**src/rtl/instruction_fetch_unit.sv**
```systemverilog
// rtl/instruction_fetch_unit.sv - PC owner and fetch buffer feeding decode over valid/ready.
// Optional halt-on-all-ones-word behaviour is enabled by defining FETCH_HALT_EN.
module instruction_fetch_unit #(
  parameter int ADDRESS_SIZE                  = 32,
  parameter int INSTRUCTION_SIZE              = 32,
  parameter logic [ADDRESS_SIZE-1:0] RESET_VECTOR = '0,
  parameter int FIFO_DEPTH                    = 2
) (
  input  logic                        clk,
  input  logic                        reset,
  output logic [ADDRESS_SIZE-1:0]     imem_address,
  input  logic [INSTRUCTION_SIZE-1:0] imem_instruction,
  output logic                        out_valid,
  input  logic                        out_ready,
  output logic [INSTRUCTION_SIZE-1:0] out_instruction,
  output logic [ADDRESS_SIZE-1:0]     out_pc,
  input  logic                        redirect_valid,
  input  logic [ADDRESS_SIZE-1:0]     redirect_target,
  output logic                        halted
);

  localparam int PW = (FIFO_DEPTH > 1) ? $clog2(FIFO_DEPTH) : 1;
  localparam logic [PW:0] DEPTH_C = (PW+1)'(FIFO_DEPTH);

  logic [INSTRUCTION_SIZE-1:0] r_fifo_instr [FIFO_DEPTH];
  logic [ADDRESS_SIZE-1:0]     r_fifo_pc    [FIFO_DEPTH];
  logic [PW-1:0]               r_wr_ptr;
  logic [PW-1:0]               r_rd_ptr;
  logic [PW:0]                 r_count;
  logic [ADDRESS_SIZE-1:0]     r_pc;
  logic                        r_halted;

  logic w_full;
  logic w_fetch_en;
  logic w_halt_word;
  logic w_push;
  logic w_pop;
  logic [ADDRESS_SIZE-1:0] w_target;

  assign w_full     = (r_count == DEPTH_C);
  assign w_fetch_en = !r_halted && !redirect_valid && !w_full;

`ifdef FETCH_HALT_EN
  assign w_halt_word = (imem_instruction == {INSTRUCTION_SIZE{1'b1}});
`else
  assign w_halt_word = 1'b0;
`endif

  assign w_push   = w_fetch_en && !w_halt_word;
  // A redirect voids any handshake in the same cycle, so pop is masked too.
  assign w_pop    = (r_count != '0) && out_ready && !redirect_valid;
  assign w_target = redirect_target & ~ADDRESS_SIZE'(3);

  assign imem_address    = r_pc;
  assign out_valid       = (r_count != '0);
  assign out_instruction = r_fifo_instr[r_rd_ptr];
  assign out_pc          = r_fifo_pc[r_rd_ptr];
  assign halted          = r_halted;

  always_ff @(posedge clk or posedge reset) begin
    if (reset) begin
      r_pc     <= RESET_VECTOR;
      r_wr_ptr <= '0;
      r_rd_ptr <= '0;
      r_count  <= '0;
      r_halted <= 1'b0;
      for (int i = 0; i < FIFO_DEPTH; i++) begin
        r_fifo_instr[i] <= '0;
        r_fifo_pc[i]    <= '0;
      end
    end else if (redirect_valid) begin
      r_pc     <= w_target;
      r_wr_ptr <= '0;
      r_rd_ptr <= '0;
      r_count  <= '0;
      r_halted <= 1'b0;
    end else begin
      if (w_push) begin
        r_fifo_instr[r_wr_ptr] <= imem_instruction;
        r_fifo_pc[r_wr_ptr]    <= r_pc;
        r_wr_ptr               <= r_wr_ptr + 1'b1;
        r_pc                   <= r_pc + ADDRESS_SIZE'(4);
      end
      if (w_fetch_en && w_halt_word) begin
        r_halted <= 1'b1;
      end
      if (w_pop) begin
        r_rd_ptr <= r_rd_ptr + 1'b1;
      end
      case ({w_push, w_pop})
        2'b10:   r_count <= r_count + 1'b1;
        2'b01:   r_count <= r_count - 1'b1;
        default: r_count <= r_count;
      endcase
    end
  end

endmodule

```
**config.mk**
```make
export PLATFORM = sky130hd
export DESIGN_NAME = instruction_fetch_unit
export DESIGN_NICKNAME = d
export VERILOG_FILES = /design/src/rtl/instruction_fetch_unit.sv
export SDC_FILE = /design/constraint.sdc
export NUM_CORES = 1
export LEC_CHECK = 0
export BUFFER_PORTS_ARGS = -buffer_cell sky130_fd_sc_hd__buf_4
export CAP_MARGIN = 10
export CELL_PAD_IN_SITES_DETAIL_PLACEMENT = 1
export CELL_PAD_IN_SITES_GLOBAL_PLACEMENT = 1
export CORE_MARGIN = 5
export CORE_UTILIZATION = 48
export CTS_BUF_LIST = sky130_fd_sc_hd__clkbuf_4
export DETAILED_ROUTE_END_ITERATION = 12
export PLACE_DENSITY_LB_ADDON = 0.1
export SLEW_MARGIN = 25
export SYNTH_ARGS = -nofsm -noshare
export SYNTH_HDL_FRONTEND = slang
export SYNTH_SLANG_ARGS = --single-unit
```
**constraint.sdc**
```tcl
create_clock -name clk -period 7 [get_ports clk]
set_input_delay 0.7 -clock clk [delete_from_list [all_inputs] [get_ports clk]]
set_output_delay 0.7 -clock clk [all_outputs]
set_load 0.05 [all_outputs]
```
* Word-level counts from Yosys, hierarchy flattened
Cells that the tools add are included.
** Storage, ports and cells
- Register bits after elaboration :: 164
- Output and inout port bits :: 98
- Logic and storage cells :: 51
** Operators by class
- Add/sub/neg operators :: 5
- Equal/unequal tests :: 3
- Reduce and logical (&&, ||, !) cells :: 11
- Order comparisons :: 3
- Mux-type cells :: 18
- Bitwise operators :: 3
** Operator list (number)
- 2-to-1 mux 32 bit :: 9
- bitwise mux 64 bit :: 2
- adder 32 x 3 -> 32 bit, second input constant :: 1
- demux 32 bit (select 1 bit) :: 1
- nonzero test 2 bit :: 3
- equality test 2 bit, second input constant :: 2
- greater-or-equal comparator 2 bit, second input constant :: 2
- logical AND 1 bit :: 4
- 2-to-1 mux 1 bit :: 4
- inverter 1 -> 2 bit :: 2
- one-hot mux 2 bit (2 select lines) :: 1
- nonzero test 3 bit :: 1
- adder 1 bit, second input constant :: 2
- adder 2 x 1 -> 2 bit, second input constant :: 1
- equality test 2 x 1 -> 1 bit, second input constant :: 1
- zero test 1 bit :: 2
- < comparator 2 x 1 -> 1 bit, second input constant :: 1
- 2-to-1 mux 2 bit :: 1
- AND reduction 2 bit :: 1
- subtractor 2 x 1 -> 2 bit, second input constant :: 1
- inverter 1 bit :: 1

* Depth between registers and ports, before layout
Gate-level depths: netlist of the first run.
- Word-level depth :: 6
- Depth in mapped cells :: 6
- Gate-level depth less buffers :: 5

* Least setup slack after synthesis of the first run
Ideal clock, no wire load.
- Path kind :: flip-flop to flip-flop
- Start point :: reg r_pc[4] (netlist: imem_address[4])
- End point :: reg r_pc[25] (netlist: imem_address[25])
- Clock period less this slack :: 2.220 ns
- Data required time :: 6.918 ns
- Setup time :: 0.082 ns
- Cell stages (with the launch flop) :: 7
- Arrival time :: 2.138 ns
- Setup slack :: 4.780 ns
- Cell sequence :: dfrtp_1 -> buf_4 -> nand4_1 -> or4_1 -> clkbuf_2 -> or4_1 -> a31oi_1
** On the way
- Word-level cells in the longest chain between the ends :: 3
** RTL lines
- from (decl) :: line 30 : logic [ADDRESS_SIZE-1:0] r_pc;
- from (signal assigned) :: line 72 : r_pc <= w_target;
- from (signal assigned) :: line 82 : r_pc <= r_pc + ADDRESS_SIZE'(4);
- adder 32 x 3 -> 32 bit :: line 82
- 2-to-1 mux 32 bit :: line 78 : if (w_push) begin
- 2-to-1 mux 32 bit :: line 71 : end else if (redirect_valid) begin
Every way passes these cells. The select of a mux whose other input is x is not followed.
A chain may end at the register's enable or synchronous reset.

* Final worst setup path of the first run
- Start point :: reg r_rd_ptr
- End point :: out out_instruction[10]
** On the way
- Word-level cells in the longest chain between the ends :: 4
** RTL lines
- from (decl) :: line 28 : logic [PW-1:0] r_rd_ptr;
- from (signal assigned) :: line 88 : r_rd_ptr <= r_rd_ptr + 1'b1;
- inverter 1 -> 2 bit (not written as such) :: line 56 : assign out_instruction = r_fifo_instr[r_rd_ptr];
- 2-to-1 mux 32 bit (not written as such) (3 in series) :: line 56
- to (decl) :: line 15 : output logic [INSTRUCTION_SIZE-1:0] out_instruction,
Every way passes these cells. The select of a mux whose other input is x is not followed.

==> results of run 1 <==
-- logic make-up after synthesis --
family                     after synthesis  synth area share [%]
muxes                                  187                  27.9
DFF                                    158                  52.5
and+or+nand+nor                        133                  10.1
buffers and inverters                   53                  3.60
AOI/OAI and AO/OA                       49                  4.52
xor gates and xnor gates                10                  1.16
adders and majority gates                1                 0.166
other                                    1                0.0498
-- per-layer routing --
layer | global-route usage [%] | routed length, um | part of all wire (%) | vias to the layer above
met5 | 0 | 0 | 0 | -
met4 | 5.88 | 207 | 1.1 | 0
met3 | 5.24 | 1100 | 5.7 | 16
met2 | 37.1 | 9840 | 52 | 127
met1 | 27.0 | 7920 | 42 | 2765
li1 | - | - | - | 2445
-- synth_stat cells, drive strengths merged, types with 4 or more instances --
| master | count | area (um2) |
|---|---|---|
| xor2 | 4 | 35.0 |
| o31ai | 12 | 90.1 |
| nor3b | 4 | 30.0 |
| or4 | 10 | 75.1 |
| nand4 | 17 | 128 |
| nor2 | 19 | 71.3 |
| nand3 | 22 | 110 |
| dfrtp | 158 | 3950 |
| clkbuf | 21 | 83.8 |
| and4 | 7 | 62.6 |
| mux2 | 186 | 2090 |
| buf | 23 | 144 |
| a31oi | 8 | 50.1 |
| o21ai | 9 | 45.0 |
| nor2b | 7 | 43.8 |
| nand2 | 24 | 92.6 |
| and3 | 5 | 31.3 |
| nor3 | 7 | 35.0 |
| a22oi | 6 | 45.0 |
| inv | 7 | 26.3 |
| xnor2 | 6 | 52.6 |
-- final cells by class --
cell class	instances	area [um2]
well taps	211	264
diodes	2	5.00
repair buffers	164	1230
flip-flops and latches	158	3960
clock inverters	11	165
fillers	1573	6180
clock buffers	20	150
inverters	7	31.3
multi-input cells	385	3330
-- cells in the final DEF, fill, tap and decap left out, drive strengths merged, types with 5 or more instances in the layout --
cell / Yosys / final
a22oi: 6 / 6
a31oi: 8 / 8
and3: 5 / 5
and4: 7 / 7
buf: 23 / 164
clkbuf: 21 / 20
conb: 1 / 5
dfrtp: 158 / 158
inv: 7 / 8
mux2: 186 / 186
nand2: 24 / 24
nand3: 22 / 22
nand4: 17 / 17
nor2: 19 / 19
nor2b: 7 / 7
nor3: 7 / 7
o21ai: 9 / 9
o31ai: 12 / 12
or4: 10 / 10
xnor2: 6 / 6
-- power by group --
group / internal (mW) / leakage [nW] / total [mW] / switching [mW]
Sequential: 1.12 / 1.85 / 1.26 / 0.145
Combinational: 0.451 / 1.89 / 1.14 / 0.690
Clock: 0.292 / 0.165 / 0.607 / 0.315
Total: 1.86 / 3.90 / 3.01 / 1.15
-- worst min-delay path by stage --
stage	slack, ns	to	depth (start not counted)
floorplan	0.47	r_fifo_instr[0]	1
finish	0.24	r_fifo_instr[22]	2
detailed placement	0.49	r_fifo_pc[57]	1
global placement	0.48	r_fifo_instr[4]	1
global route	0.25	r_fifo_instr[54]	2
CTS	0.24	r_fifo_instr[51]	2
-- state kept, by name, indices dropped and copies added (netlist names) --
| name | cells |
|---|---|
| r_wr_ptr | 1 |
| r_count | 2 |
| r_rd_ptr | 1 |
| r_fifo_instr | 64 |
| imem_address | 30 |
| r_fifo_pc | 60 |
-- through the flow --
| stage | std cells | cell area [um2] | total power [mW] | setup slack, ns |
|---|---|---|---|---|
| after floorplan | 596 | 7550 | 2.10 | 2.04 |
| after global placement | 925 | 8810 | 2.38 | 3.47 |
| after detailed placement | 925 | 8810 | 2.44 | 3.37 |
| after CTS | 956 | 9130 | 3.05 | 3.62 |
| final | 958 | 9130 | 3.01 | 3.70 |
| after global routing | 958 | 9130 | 3.17 | 3.54 |
==> out/results.txt, run 1 <==
GRT Total Usage: 21.5%
Startpoint Class: register
CP arrival: 2.60 ns
H-tree lvl count: 4
Share of layout cells above drive strength 1: 52.1%
Clk_lat worst skew: 0.55 ns
Cell Area, Synth: 7530 um2
Routability cong.: 0.750
Cells on worst reg2reg path: 4
Final Hold Viols: 0
Total CTS buffers: 17
Max FO, Critical Path: 35
Actual slew at the worst max-slew pin: 0.799 ns
Worst setup path end: out_instruction[10]
Slowest stage delay, CP: 0.87 ns
Post-CTS Setup Bufs: 0
Final period util: 47.1%
Slew Viols, Final: 0
Clk buf depth: 2
Yosys reg bits: 158
Final setup violation count: 0
Minimum clock period: 3.30 ns
F_max: 303 MHz
Area of the die: 18300 um2
RSZ-0062 raised after global routing: false
I/O pins: 166
Initial antenna violation count: 1
Status: completed
Post-synth EDFFs: 0
Max-slew headroom: 46.8%
WP depth: 3
Setup TNS: 0 ns
Starting Density: 49.2%
Initial drt markers: 321
Mapped Avg Cell Area: 12.7 um2
DRC: 0
Cell Chain, Critical Path: buf_4 -> mux2_2 -> buf_4
Avg WL per Cell: 19.9 um
Core Util, Final: 59.6%
Synth cell types: 50
Die Width: 135 um
R2R Path Start: r_count[0]
First-pass GRT wire length: 31200 um
Crit Path Class: reg2out
Number of maximum-capacitance violations: 0
Nets: 802
Hold/Removal Path Class: in2async
Reg2reg setup slack: 4.28 ns
CP bufs+invs: 2
Layout area overhead: 21.3%
Syn Inst Count: 592
Root buf cell: clkbuf_4
TritonCTS clock tree: done
CTS-repair resized insts: 0
R2R Path End: r_fifo_instr[31]
CP required: 6.30 ns
Final ANT Viol Nets: 0
Power per cell area: 330 nW/um2
CTS Hold Bufs: 0
Top cell by count, worst path: buf_4
Clock-pin slew on the worst setup and hold paths: 0.13 ns
Yosys Warn Count: 0
Top_reg_cell synth: dfrtp_1
Ys async rst share: 100%
WHS: 0.238 ns
Sequential share of the synthesized area: 52.5%
1st-pass router iterations: 4
Vias: 5353
Grt ovf: 0
Worst path slowest cell: dfrtp_2
Setup Skew: 0.0224 ns
Vias/cell: 5.59
Vias in the first global route: 5931
Final HPWL DP: 13300 um
Buffers on Ports: 158
Crit path capture type: primary output
Worst vdd ir: 0.000171 V
CP Launch Point: r_rd_ptr
Row cnt: 45
Total wire length: 19100 um
Die Ht: 135 um
Pleak: 3.90 nW
Clock sink count: 158
Pin count of the biggest net entering global routing: 81
Core Box Area: 15300 um2
Worst path top cell family by delay: flip-flops
No activity file was read; power rests on OpenSTA's default activity.
==> inputs of run 2 (changes only) <==
--- a/config.mk
+++ b/config.mk
@@ -10,7 +10,7 @@
 export CELL_PAD_IN_SITES_DETAIL_PLACEMENT = 1
 export CELL_PAD_IN_SITES_GLOBAL_PLACEMENT = 1
 export CORE_MARGIN = 5
-export CORE_UTILIZATION = 48
+export CORE_UTILIZATION = 45
 export CTS_BUF_LIST = sky130_fd_sc_hd__clkbuf_4
 export DETAILED_ROUTE_END_ITERATION = 12
 export PLACE_DENSITY_LB_ADDON = 0.1
==> constraint.sdc (replaced) <==
create_clock -name clk -period 3.3 [get_ports clk]
set_input_delay 0.33 -clock clk [delete_from_list [all_inputs] [get_ports clk]]
set_output_delay 0.33 -clock clk [all_outputs]
set_load 0.05 [all_outputs]
==> out/results.txt, run 2 (same netlist as run 1, synthesis figures left out) <==
Multi-input combinational cell area: 3330 um2 (+0.11%)
TritonCTS clock tree: done
H-tree lvl count: 4 (unchanged)
Biggest register: r_fifo_instr
Die Ht: 139 um (+3.0%)
Buffers on Ports: 158 (unchanged)
CP required: 2.97 ns (-3.33 ns)
Max FO, Critical Path: 39 (+11%)
Hold/Removal Path Class: in2reg
Clock sink count: 158 (unchanged)
Total wire length: 20100 um (+5.6%)
I/O pins: 166 (unchanged)
Actual slew at the worst max-slew pin: 0.954 ns (+0.156 ns)
Final Hold Viols: 0 (unchanged)
Core Box Area: 16500 um2 (+7.9%)
First-pass GRT wire length: 33500 um (+7.4%)
RSZ-0062 raised after global routing: false
Commonest non-fill, non-tap cell in the layout: mux2_2
Status: completed
Total CTS buffers: 17 (unchanged)
Layout area overhead: 29.4%
Routability cong.: 0.799 (+6.6%)
1st-pass router iterations: 4 (unchanged)
Pre-CTS WS: 0.999 ns (-2.37 ns)
CTS-repair resized insts: 0 (unchanged)
Area after DPL: 8880 um2 (+0.81%)
Setup WS post-layout: 0.659 ns (-3.04 ns)
Worst vdd ir: 0.000428 V (+150%)
Post-CTS Setup Bufs: 0 (unchanged)
Register area: 3960 um2 (unchanged)
F_max: 379 MHz
Initial antenna violation count: 1 (unchanged)
Area of the die: 19400 um2 (+6.2%)
Crit Path Class: reg2out
Initial drt markers: 263 (-18%)
Core Util, Final: 59.0% (-0.65 points)
Fillers: 1717 (+9.2%)
Final HPWL DP: 12900 um (-2.7%)
Minimum clock period: 2.64 ns
Setup Skew: 0.0165 ns (-0.00592 ns)
Power per cell area: 643 nW/um2 (+95%)
Root buf cell: clkbuf_4
Max FFs per register: 64 (unchanged)
Pin count of the biggest net entering global routing: 73 (-9.9%)
Final ANT Viol Nets: 0 (unchanged)
Vias: 5639 (+5.3%)
Crit path capture type: primary output
CP arrival: 2.31 ns (-0.29 ns)
Startpoint Class: register
Clk buf depth: 2 (unchanged)
Fin area: 9750 um2 (+6.7%)
Nets: 863 (+7.6%)
Row cnt: 47 (+4.4%)
Share of layout cells above drive strength 1: 48.3% (-3.8 points)
Vias in the first global route: 6286 (+6.0%)
GRT Total Usage: 21.3% (-0.22 points)
Avg WL per Cell: 19.6 um (-1.6%)
Max-slew headroom: 36.4% (-10 points)
Grt ovf: 0 (unchanged)
Pleak: 4.13 nW (+5.9%)
Final setup violation count: 0 (unchanged)
DRC: 0 (unchanged)
Clock-pin slew on the worst setup and hold paths: 0.13 ns (about the same)
Vias/cell: 5.49 (-1.8%)
Clk_lat worst skew: 0.58 ns (+0.03 ns)
Starting Density: 45.6% (-3.6 points)
Setup TNS: 0 ns (unchanged)
Slew Viols, Final: 0 (unchanged)
Most frequent cells in the layout: mux2_2 (186), buf_4 (161), dfrtp_1 (157), dlygate4sd3_1 (59), nand2_1 (23)
Die Width: 139 um (+3.0%)
Final period util: 80.0%
Number of maximum-capacitance violations: 0 (unchanged)
## run 2: cell count changes in the layout (fill, tap and decap cells not counted)
cell           before  now
buf_4             163  161
clkbuf_4           20   18
bufinv_16           4    1
buf_6               1    0
diode_2             2    1
and3_4              0    1
buf_12              0    5
clkinvlp_4          2    6
clkinv_4            1    2
and3_2              1    0
dlygate4sd3_1       0   59
clkinv_1            2    3
## run 2: final timing paths
path / start / to / slack, ns / cells after the start
setup reg to reg: r_count[0] / r_fifo_instr[8] / 1.04 / 3
hold reg to reg: r_fifo_pc[30] / r_fifo_pc[30] / 0.52 / 1
setup / recovery: r_rd_ptr / out_pc[25] / 0.66 / 3
max in group asynchronous: reset / r_rd_ptr / 2.23 / 5
min in group asynchronous: reset / r_fifo_pc[18] / 0.27 / 3
hold / removal: redirect_target[12] / imem_address[12] / 0.04 / 3
## run 2: report_power, final
part	internal, mW	leakage [nW]	switching (mW)
logic	1.01	2.16	1.48
clock network	0.377	0.124	0.713
registers	2.37	1.85	0.310
## run 2: layer usage
metal  global-route usage, %  routed length [um]  up-vias
met4                    6.33                 335        0
met2                    37.0               10300      129
li1                        -                   -     2578
met1                    26.3                8410     2908
met5                       0                   0        -
met3                    5.08                1070       24
## run 2: per-stage QoR
| stage | hold slack, ns | std cells | power [mW] |
|---|---|---|---|
| final | 0.0429 | 1028 | 6.27 |
| after global routing | 0.0118 | 1028 | 6.60 |
| after detailed placement | 0.493 | 935 | 5.18 |
| after floorplan | 0.450 | 596 | 4.46 |
| after global placement | 0.483 | 935 | 5.07 |
| after CTS | 0.00190 | 1026 | 6.34 |
## run 2: cell type report
class / instances / share of cell area [%]
Sequential cell: 158 / 40.6
Clock buffer: 18 / 1.39
Timing Repair Buffer: 225 / 19.5
Antenna cell: 1 / 0.0257
Inverter: 7 / 0.308
Tap cell: 220 / 2.82
Clock inverter: 14 / 1.22
Multi-Input combinational cell: 385 / 34.2
## run 2: timing repair
item | 4_1_cts | 5_1_grt
endpoints found under the setup margin | 0 | 0
hold buffers | 59 | 0
endpoints found under the hold margin | 129 | 0
## run 2: worst max-delay path: stages (launching register included)
cell	delay, ns
dfrtp_2	0.82
buf_12	0.33
mux2_2	0.39
buf_4	0.19
